## src/rtl/lsu_pkg.sv

```systemverilog
// lsu_pkg: shared types and codes for the load/store unit.
package lsu_pkg;
  typedef enum logic [1:0] {IDLE, ACCESS, RESP} state_t;
  localparam logic [2:0] WB_ALU = 3'b000;
  localparam logic [2:0] WB_LW  = 3'b001;
  localparam logic [2:0] WB_LB  = 3'b010;
  localparam logic [2:0] WB_LH  = 3'b011;
  localparam logic [2:0] WB_LBU = 3'b100;
  localparam logic [2:0] WB_LHU = 3'b101;
  localparam logic [2:0] F3_B  = 3'b000;
  localparam logic [2:0] F3_H  = 3'b001;
  localparam logic [2:0] F3_W  = 3'b010;
  localparam logic [2:0] F3_BU = 3'b100;
  localparam logic [2:0] F3_HU = 3'b101;
  localparam logic [1:0] CAUSE_NONE     = 2'b00;
  localparam logic [1:0] CAUSE_MISALIGN = 2'b01;
  localparam logic [1:0] CAUSE_TIMEOUT  = 2'b10;
  localparam logic [1:0] CAUSE_ILLEGAL  = 2'b11;
  function automatic logic [2:0] wb_code(input logic [2:0] f3);
    return f3 == F3_B ? WB_LB : f3 == F3_H ? WB_LH : f3 == F3_W ? WB_LW :
           f3 == F3_BU ? WB_LBU : f3 == F3_HU ? WB_LHU : WB_ALU;
  endfunction
endpackage

```

## src/rtl/lsu_lane_align.sv

```systemverilog
// lsu_lane_align: byte-lane strobes, replicated store data and access legality checks.
module lsu_lane_align
  import lsu_pkg::*;
(
  input  logic [2:0]  funct3,
  input  logic        store,
  input  logic [1:0]  off,
  input  logic [31:0] wdata,
  output logic [3:0]  strb,
  output logic [31:0] wdata_rep,
  output logic        misaligned,
  output logic        illegal
);
  always_comb begin
    illegal    = !(funct3 inside {F3_B, F3_H, F3_W, F3_BU, F3_HU}) || (store && funct3[2]);
    misaligned = funct3[1:0] == 2'b01 ? off[0] : funct3[1:0] == 2'b10 ? |off : 1'b0;
    strb       = funct3[1:0] == 2'b00 ? 4'b0001 << off : funct3[1:0] == 2'b01 ? 4'b0011 << off : 4'b1111;
    wdata_rep  = funct3[1:0] == 2'b00 ? {4{wdata[7:0]}} : funct3[1:0] == 2'b01 ? {2{wdata[15:0]}} : wdata;
  end
endmodule

```

## src/rtl/lsu_ctrl.sv

```systemverilog
// lsu_ctrl: sequences one load/store on a wait-stated memory port, stalling the PC meanwhile.
module lsu_ctrl
  import lsu_pkg::*;
#(
  parameter int TIMEOUT = 15
) (
  input  logic        clk,
  input  logic        rst,
  input  logic        req_valid,
  input  logic        req_store,
  input  logic [2:0]  req_funct3,
  input  logic [31:0] req_addr,
  input  logic [31:0] req_wdata,
  output logic        stall,
  output logic        mem_req,
  output logic        mem_we,
  output logic [31:0] mem_addr,
  output logic [3:0]  mem_wstrb,
  output logic [31:0] mem_wdata,
  input  logic        mem_ready,
  input  logic [31:0] mem_rdata,
  output logic [31:0] ld_data,
  output logic [2:0]  wb_sel,
  output logic        wb_en,
  output logic        fault,
  output logic [1:0]  fault_cause
);
  localparam logic [7:0] TO = TIMEOUT[7:0];
  state_t state, state_n;
  logic [7:0] cnt;
  logic [31:0] addr_q;
  logic st_q;
  logic [2:0] wb_q;
  logic [3:0] strb;
  logic [31:0] wdata_rep;
  logic misaligned, illegal, accept, reject, done, expire;
  lsu_lane_align u_align (
    .funct3(req_funct3),
    .store(req_store),
    .off(req_addr[1:0]),
    .wdata(req_wdata),
    .strb(strb),
    .wdata_rep(wdata_rep),
    .misaligned(misaligned),
    .illegal(illegal)
  );
  always_comb begin
    accept = state == IDLE && req_valid && !misaligned && !illegal;
    reject = state == IDLE && req_valid && (misaligned || illegal);
    done   = state == ACCESS && mem_ready;
    expire = state == ACCESS && !mem_ready && cnt == TO;
  end
  always_ff @(posedge clk or posedge rst)
    if (rst) state <= IDLE;
    else state <= state_n;
  // A completed access wins over the timeout when ready arrives on the last allowed cycle
  always_comb begin
    state_n = accept ? ACCESS : done ? RESP : expire ? IDLE : state == RESP ? IDLE : state;
  end
  always_comb begin
    stall   = !rst && (accept || state == ACCESS);
    mem_req = state == ACCESS;
    mem_we  = state == ACCESS && st_q;
    mem_addr = {addr_q[31:2], 2'b00};
    wb_en   = state == RESP && !st_q;
    wb_sel  = wb_en ? wb_q : WB_ALU;
  end
  always_ff @(posedge clk or posedge rst)
    if (rst) begin
      addr_q      <= '0;
      st_q        <= 1'b0;
      wb_q        <= WB_ALU;
      mem_wstrb   <= '0;
      mem_wdata   <= '0;
      cnt         <= '0;
      ld_data     <= '0;
      fault       <= 1'b0;
      fault_cause <= CAUSE_NONE;
    end else begin
      if (accept) begin
        addr_q    <= req_addr;
        st_q      <= req_store;
        wb_q      <= wb_code(req_funct3);
        mem_wstrb <= req_store ? strb : 4'b0000;
        mem_wdata <= req_store ? wdata_rep : 32'b0;
      end
      cnt <= accept ? 8'd0 : (state == ACCESS && !mem_ready) ? cnt + 8'd1 : cnt;
      if (done && !st_q) ld_data <= mem_rdata >> {addr_q[1:0], 3'b000};
      fault <= reject || expire;
      if (reject || expire) fault_cause <= expire ? CAUSE_TIMEOUT : illegal ? CAUSE_ILLEGAL : CAUSE_MISALIGN;
    end
endmodule

```

## config.mk

```make
export PLATFORM = sky130hd
export DESIGN_NAME = lsu_ctrl
export DESIGN_NICKNAME = d
export VERILOG_FILES = /design/src/rtl/lsu_pkg.sv /design/src/rtl/lsu_lane_align.sv /design/src/rtl/lsu_ctrl.sv
export SDC_FILE = /design/constraint.sdc
export NUM_CORES = 1
export LEC_CHECK = 0
export BUFFER_PORTS_ARGS = -buffer_cell sky130_fd_sc_hd__buf_4
export CORE_ASPECT_RATIO = 1.5
export CORE_MARGIN = 3
export CORE_UTILIZATION = 23
export DETAILED_ROUTE_END_ITERATION = 6
export HOLD_SLACK_MARGIN = 0.15
export MAX_ROUTING_LAYER = met4
export SKIP_LAST_GASP = 1
export SYNTH_ARGS = -nofsm -noshare
export SYNTH_HDL_FRONTEND = slang
export SYNTH_SLANG_ARGS = --single-unit
```

## constraint.sdc

```tcl
create_clock -name clk -period 3.9 [get_ports clk]
set_clock_uncertainty 0.1 [all_clocks]
set_input_delay 0.195 -clock clk [delete_from_list [all_inputs] [get_ports clk]]
set_output_delay 0.195 -clock clk [all_outputs]
set_load 0.05 [all_outputs]
```

==> results of run 1 <==
## power breakdown
part / switching (uW) / internal [uW] / leakage [uW]
logic: 1980 / 1010 / 0.00257
registers: 276 / 1610 / 0.00148
clock network: 558 / 988 / 0.000280
## metrics by stage
stage / setup WS, ns / instance area, um^2 / hold slack, ns / instances
final: 1.18 / 9210 / 0.188 / 1187
after CTS: 1.18 / 9210 / 0.169 / 1186
after global placement: 1.47 / 7450 / 0.278 / 1036
after detailed placement: 1.42 / 7450 / 0.275 / 1036
after global routing: 0.987 / 9210 / 0.189 / 1187
after floorplan: 0.363 / 5790 / 0.192 / 563
## flip-flops by register name (all words and copies together) (netlist names)
register / cells
st_q: 1
cnt: 8
addr_q: 32
fault_cause: 2
wb_q: 3
mem_wdata: 32
ld_data: 32
mem_wstrb: 4
state: 2
fault: 1
## logic make-up after synthesis
group / share of synthesized area, %
compound gates: 11.6
mux: 15.9
flops: 50.6
other cells: 0.0649
buf+inv: 7.75
fa+ha+maj: 1.08
simple gates: 12.0
xor+xnor: 1.06
## cells in the final DEF (no fill, tap or decap), types with 2 or more instances in the layout
master                            n
sky130_fd_sc_hd__buf_4          217
sky130_fd_sc_hd__dlygate4sd3_1  118
sky130_fd_sc_hd__dfrtp_1        117
sky130_fd_sc_hd__nand2_1        109
sky130_fd_sc_hd__o21ai_0         62
sky130_fd_sc_hd__mux2_2          49
sky130_fd_sc_hd__mux2i_1         26
sky130_fd_sc_hd__nor2_1          21
sky130_fd_sc_hd__a21oi_1         19
sky130_fd_sc_hd__clkbuf_16       17
sky130_fd_sc_hd__nor2b_1         10
sky130_fd_sc_hd__o31ai_1          9
sky130_fd_sc_hd__o211ai_1         8
sky130_fd_sc_hd__a211oi_1         8
sky130_fd_sc_hd__mux2_4           7
sky130_fd_sc_hd__xor2_1           6
sky130_fd_sc_hd__and2_1           5
sky130_fd_sc_hd__ha_1             5
sky130_fd_sc_hd__inv_1            4
sky130_fd_sc_hd__clkbuf_1         4
sky130_fd_sc_hd__o21a_1           3
sky130_fd_sc_hd__clkbuf_8         3
sky130_fd_sc_hd__clkinv_2         3
sky130_fd_sc_hd__nand3_1          2
sky130_fd_sc_hd__and3_1           2
sky130_fd_sc_hd__nor3b_1          2
sky130_fd_sc_hd__nand4_1          2
sky130_fd_sc_hd__o21ai_1          2
sky130_fd_sc_hd__conb_1           2
sky130_fd_sc_hd__clkinvlp_4       2
sky130_fd_sc_hd__bufinv_16        2
sky130_fd_sc_hd__buf_12           2
## cells in the mapped netlist (6+ instances only)
| master | count | area [um^2] |
|---|---|---|
| sky130_fd_sc_hd__a21oi_1 | 19 | 95.1 |
| sky130_fd_sc_hd__mux2i_1 | 26 | 260 |
| sky130_fd_sc_hd__nor2_1 | 21 | 78.8 |
| sky130_fd_sc_hd__buf_4 | 33 | 248 |
| sky130_fd_sc_hd__dfrtp_1 | 117 | 2930 |
| sky130_fd_sc_hd__buf_2 | 19 | 95.1 |
| sky130_fd_sc_hd__a211oi_1 | 8 | 60.1 |
| sky130_fd_sc_hd__o211ai_1 | 8 | 60.1 |
| sky130_fd_sc_hd__nand2_1 | 109 | 409 |
| sky130_fd_sc_hd__clkbuf_1 | 15 | 56.3 |
| sky130_fd_sc_hd__nor2b_1 | 10 | 62.6 |
| sky130_fd_sc_hd__o31ai_1 | 9 | 67.6 |
| sky130_fd_sc_hd__o21ai_0 | 62 | 310 |
| sky130_fd_sc_hd__mux2_4 | 7 | 105 |
| sky130_fd_sc_hd__xor2_1 | 6 | 52.6 |
| sky130_fd_sc_hd__mux2_2 | 49 | 552 |
## timing repair
item	in CTS	in global routing
buffers inserted	0	0
hold buffers	118	0
hold endpoints to repair	160	0
## final timing paths
kind	startpoint	to	cells past startpoint
max in group asynchronous	rst	addr_q[26]$_DFFE_PP0P_	4
worst max-delay path	req_addr[1]	wb_q[1]$_DFFE_PP0P_	9
worst min-delay path	mem_rdata[12]	ld_data[4]$_DFFE_PP0P_	4
worst min register to register	ld_data[17]$_DFFE_PP0P_	ld_data[17]$_DFFE_PP0P_	2
worst max register to register	addr_q[1]$_DFFE_PP0P_	ld_data[14]$_DFFE_PP0P_	5
min in group asynchronous	rst	ld_data[5]$_DFFE_PP0P_	3
## worst max-delay path, cell delays in order
cell and delay, ns:
sky130_fd_sc_hd__dlygate4sd3_1 0.55, sky130_fd_sc_hd__buf_4 0.15, sky130_fd_sc_hd__inv_1 0.11, sky130_fd_sc_hd__ha_1 0.18, sky130_fd_sc_hd__nor2b_1 0.26, sky130_fd_sc_hd__o2111ai_4 0.41, sky130_fd_sc_hd__buf_12 0.35, sky130_fd_sc_hd__o31ai_1 0.19
sky130_fd_sc_hd__dlygate4sd3_1 0.56
## cell type report
type	count	area [um^2]
well taps	324	405
inverters	6	25.0
flip-flops and latches	117	2930
multi-input cells	370	2420
fillers	2426	15300
clock buffers	24	482
clock inverters	8	98.8
diodes	1	2.50
repair buffers	337	2850
## metal layers
layer  global-route usage (%)  vias to the layer above  share of wire, %
li1                         -                     2458                 -
met1                     15.6                     2395                39
met2                     23.8                      191                52
met3                     3.42                       52               5.4
met4                     7.13                        0               4.0
met5                        -                        -                 0
==> reports/qor_table.md, run 1 <==
| Metric | Value |
|---|---|
| Average wire per standard cell | 15.6 um |
| Die Y-Extent | 200 um |
| Starting utilization of the core area | 23.6% |
| Remaining DRCs | 0 |
| Antenna violations before repair | 1 |
| Warnings, synthesis | 0 |
| Max-cap violation count | 0 |
| Final period utilization | 69.8% |
| Placeable core area | 24500 um^2 |
| Detailed-placement wirelength estimate | 12.6 mm |
| ANT nets after route | 0 |
| Overflow after GRT | 0 |
| CTS root buffer | sky130_fd_sc_hd__clkbuf_16 |
| Setup violators final | 0 |
| Maximum clock insertion buffer count | 2 |
| Clock edge transition at the registers on the reported setup and hold paths | 0.05 ns |
| Setup Crit Path Kind | input pin to flop |
| Number of CTS-inserted buffers | 17 |
| Unrepaired setup endpoints after global routing | false |
| Insertion delay of the later-clocked pin in the worst-skew pair | 0.41 ns |
| Run status | finished clean |
| Via density | 4.29 |
| CTS tree | done |
| Width of the chip | 135 um |
| Area growth from synthesis to layout | 59.3% |
| Post-Synthesis Cell Area | 5780 um^2 |
| Fmax | 367 MHz |
| First-pass detailed-route iteration total | 4 |
| Worst hold path class | input pin to flop |
| Global Route Usage Sum | 14.2% |
| Relative slew slack | 46.9% |
| Number of endpoints with negative hold slack in the final report | 0 |
| Die footprint | 27100 um^2 |
| CP Capture Type | flop |
| Prevailing post-synth register cell | sky130_fd_sc_hd__dfrtp_1 |
| Fraction of layout instances using a drive strength above 1 | 36.1% |
| Peak supply drop | 0.313 mV |
| Fraction of registers with async set or reset after synthesis | 100% |
| Cells after Synth | 562 |
| Synthesis-stage register bit count | 117 |
| # clock sinks | 117 |
| Final number of max-transition violations | 0 |
| Final estimated routing congestion in global placement | 0.748 |
| Synth cell types | 40 |
| IO Pins | 214 |
| Placement Rows | 70 |
| Maximum number of pins on one net before global-route repair | 63 |
| Fraction of the core area covered by cells at the end of the flow | 37.6% |
| Layout Nets | 958 |
| LEAKAGE | 0.00433 uW |
| Global-route wire length before repair | 29.2 mm |
| Power Density | 698 nW/um^2 |
| Post-synth EDFFs | 0 |
| Clock period minus final worst setup slack | 2.72 ns |
| Total length of routed wires | 18.5 mm |
| Kind of start point of the critical path | input pin |
| Max Fanout on Critical Path | 40 |
| Max H-tree Level | 4 |
| Pin slew with the least headroom to its limit | 0.796 ns |
| Detailed Route Iter0 Violations | 221 |
| Count of input and output buffers | 211 |
| Sequential element share of the synthesized area | 50.6% |
| Final total power | 6430 uW |
| Critical path data required time | 4.15 ns |
| PostCTS Resize Cnt | 0 |
| Vias after detailed routing | 5096 |
| Via count of the first global-routing pass | 5398 |
| Register-to-register path setup slack | 1.21 ns |
| Post-Syn Area per Cell | 10.3 um^2 |
| Aggregate negative setup slack | 0 ns |
| Worst Path Arrival | 2.97 ns |
Note: power is estimated with default switching activity, not from simulation.
==> run 2, diff against run 1 <==
==> constraint.sdc (replaced) <==
create_clock -name clk -period 2.5 [get_ports clk]
set_clock_uncertainty 0.1 [all_clocks]
set_input_delay 0.125 -clock clk [delete_from_list [all_inputs] [get_ports clk]]
set_output_delay 0.125 -clock clk [all_outputs]
set_load 0.05 [all_outputs]
==> run 2 against run 1 <==
Against the previous run: total power rose by 59%; highest routed layer unchanged; worst hold slack got worse by 0.013 ns; critical endpoint unchanged; register-to-register slack got worse by 1.0 ns; sequential cell count did not move; die area did not move; clock power rose by 64%.
==> reports/qor_table.md, run 2 (synthesized netlist as in run 1, its figures left out) <==
| Metric | Value |
|---|---|
| Insertion delay of the later-clocked pin in the worst-skew pair | 0.41 ns |
| Setup Crit Path Kind | input pin to flop |
| Critical path cell sequence | dlygate4sd3_1 > buf_4 > inv_1 > ha_1 > nor2b_1 > o2111ai_4 > buf_12 > o31ai_1 > dlygate4sd3_1 |
| # fillers | 2403 |
| Via density | 4.30 |
| Most common cell type on the critical path | sky130_fd_sc_hd__dlygate4sd3_1 |
| CP Capture Type | flop |
| CTS tree | done |
| # clock sinks | 117 |
| Relative slew slack | 52.5% |
| Cell Area, Placed | 7470 um^2 |
| LEAKAGE | 0.00439 uW |
| Max Fanout on Critical Path | 75 |
| Total area of sequential cells | 2930 um^2 |
| Average wire per standard cell | 15.3 um |
| Count of input and output buffers | 211 |
| Fraction of layout instances using a drive strength above 1 | 36.2% |
| Max H-tree Level | 4 |
| Detailed-placement wirelength estimate | 12.4 mm |
| Setup violators final | 0 |
| Diode count | 0 |
| Longest individual stage delay on the worst path | 0.58 ns |
| Area of the multi-input gates | 2430 um^2 |
| Clock period minus final worst setup slack | 2.34 ns |
| IO Pins | 214 |
| Placement Rows | 70 |
| Slowest cell on crit path | sky130_fd_sc_hd__dlygate4sd3_1 |
| Number of CTS-inserted buffers | 17 |
| Layout Nets | 968 |
| Registers with the highest flip-flop counts | addr_q (32), ld_data (32), mem_wdata (32) |
| Worst hold path class | input pin to flop |
| Final period utilization | 93.8% |
| Global-route wire length before repair | 28.8 mm |
| Peak supply drop | 0.527 mV |
| PostCTS Resize Cnt | 0 |
| Clock edge transition at the registers on the reported setup and hold paths | 0.06 ns |
| Finished Cell Area | 9370 um^2 |
| First-pass detailed-route iteration total | 4 |
| Area growth from synthesis to layout | 62.0% |
| Maximum clock insertion buffer count | 2 |
| Register-to-register path setup slack | 0.17 ns |
| Total length of routed wires | 18.3 mm |
| ANT nets after route | 0 |
| Critical path data required time | 2.75 ns |
| Worst Path Arrival | 2.59 ns |
| Kind of start point of the critical path | input pin |
| CTS root buffer | sky130_fd_sc_hd__clkbuf_16 |
| Placeable core area | 24500 um^2 |
| Fraction of the core area covered by cells at the end of the flow | 38.2% |
| Number of endpoints with negative hold slack in the final report | 0 |
| Starting utilization of the core area | 23.6% |
| Final number of max-transition violations | 0 |
| Power Density | 1090 nW/um^2 |
| Die footprint | 27100 um^2 |
| Unrepaired setup endpoints after global routing | false |
| Most frequent standard cell in the layout excluding fill and tap cells | sky130_fd_sc_hd__buf_4 |
| Detailed Route Iter0 Violations | 179 |
| Final total power | 10200 uW |
| Global Route Usage Sum | 13.9% |
| Remaining DRCs | 0 |
| Overflow after GRT | 0 |
| Pin slew with the least headroom to its limit | 0.710 ns |
| Max-cap violation count | 0 |
| Antenna violations before repair | 0 |
| Commonest cells after routing, fill and taps aside | sky130_fd_sc_hd__buf_4, sky130_fd_sc_hd__dlygate4sd3_1, sky130_fd_sc_hd__dfrtp_1 |
| Die Y-Extent | 200 um |
| Fmax | 427 MHz |
| Maximum number of pins on one net before global-route repair | 118 |
| Vias after detailed routing | 5141 |
| Run status | finished clean |
| Width of the chip | 135 um |
| Final estimated routing congestion in global placement | 0.768 |
| Via count of the first global-routing pass | 5442 |
[run 2: metrics by stage]
step	setup slack (ns)	std cells	hold WS (ns)	TNS (ns)
finish	0.156	1196	0.175	0
global route	0.0332	1196	0.207	0
CTS	0.171	1196	0.157	0
detailed placement	0.618	1036	0.261	0
global placement	0.625	1036	0.256	0
floorplan	-0.0619	563	0.122	-0.0619
[run 2: layout make-up]
class | count | share of cell area [%]
repair buffers | 347 | 31.6
multi-input cells | 370 | 25.9
clock inverters | 14 | 1.91
clock buffers | 18 | 4.69
well taps | 324 | 4.33
flip-flops and latches | 117 | 31.3
inverters | 6 | 0.281
[run 2: layer usage]
metal,track usage [%],share of wire (%),wire [um],vias up
met5,-,0,0,-
li1,-,-,-,2487
met1,15.1,39,7100,2448
met3,2.74,4.1,755,41
met4,6.52,3.6,660,0
met2,24.3,54,9830,165
[run 2: final timing paths]
path / from / endpoint / depth (start not counted)
min in group asynchronous: rst / ld_data[8]$_DFFE_PP0P_ / 4
min: mem_rdata[2] / ld_data[2]$_DFFE_PP0P_ / 5
max in group asynchronous: rst / mem_wdata[7]$_DFFE_PP0P_ / 4
min reg2reg: ld_data[20]$_DFFE_PP0P_ / ld_data[20]$_DFFE_PP0P_ / 2
max: req_addr[0] / wb_q[1]$_DFFE_PP0P_ / 9
max reg2reg: addr_q[1]$_DFFE_PP0P_ / ld_data[14]$_DFFE_PP0P_ / 5
[run 2: timing repair]
item / 4_1_cts / 5_1_grt
setup endpoints to repair: 0 / 0
setup buffers: 0 / 0
endpoints found under the hold margin: 227 / 0
hold buffers: 128 / 0
[run 2: worst max-delay path, delay by kind of cell]
family | cells | cell delay [ns]
buffers and inverters | 5 | 1.65
AOI/OAI and AO/OA | 2 | 0.38
and+or+nand+nor | 1 | 0.26
adders and majority gates | 1 | 0.17
[run 2: where the power goes]
group          total (uW)  internal, uW  switching, uW
combinational        4770          1630           3140
clock                2540          1600            941
sequential           2910          2520            389
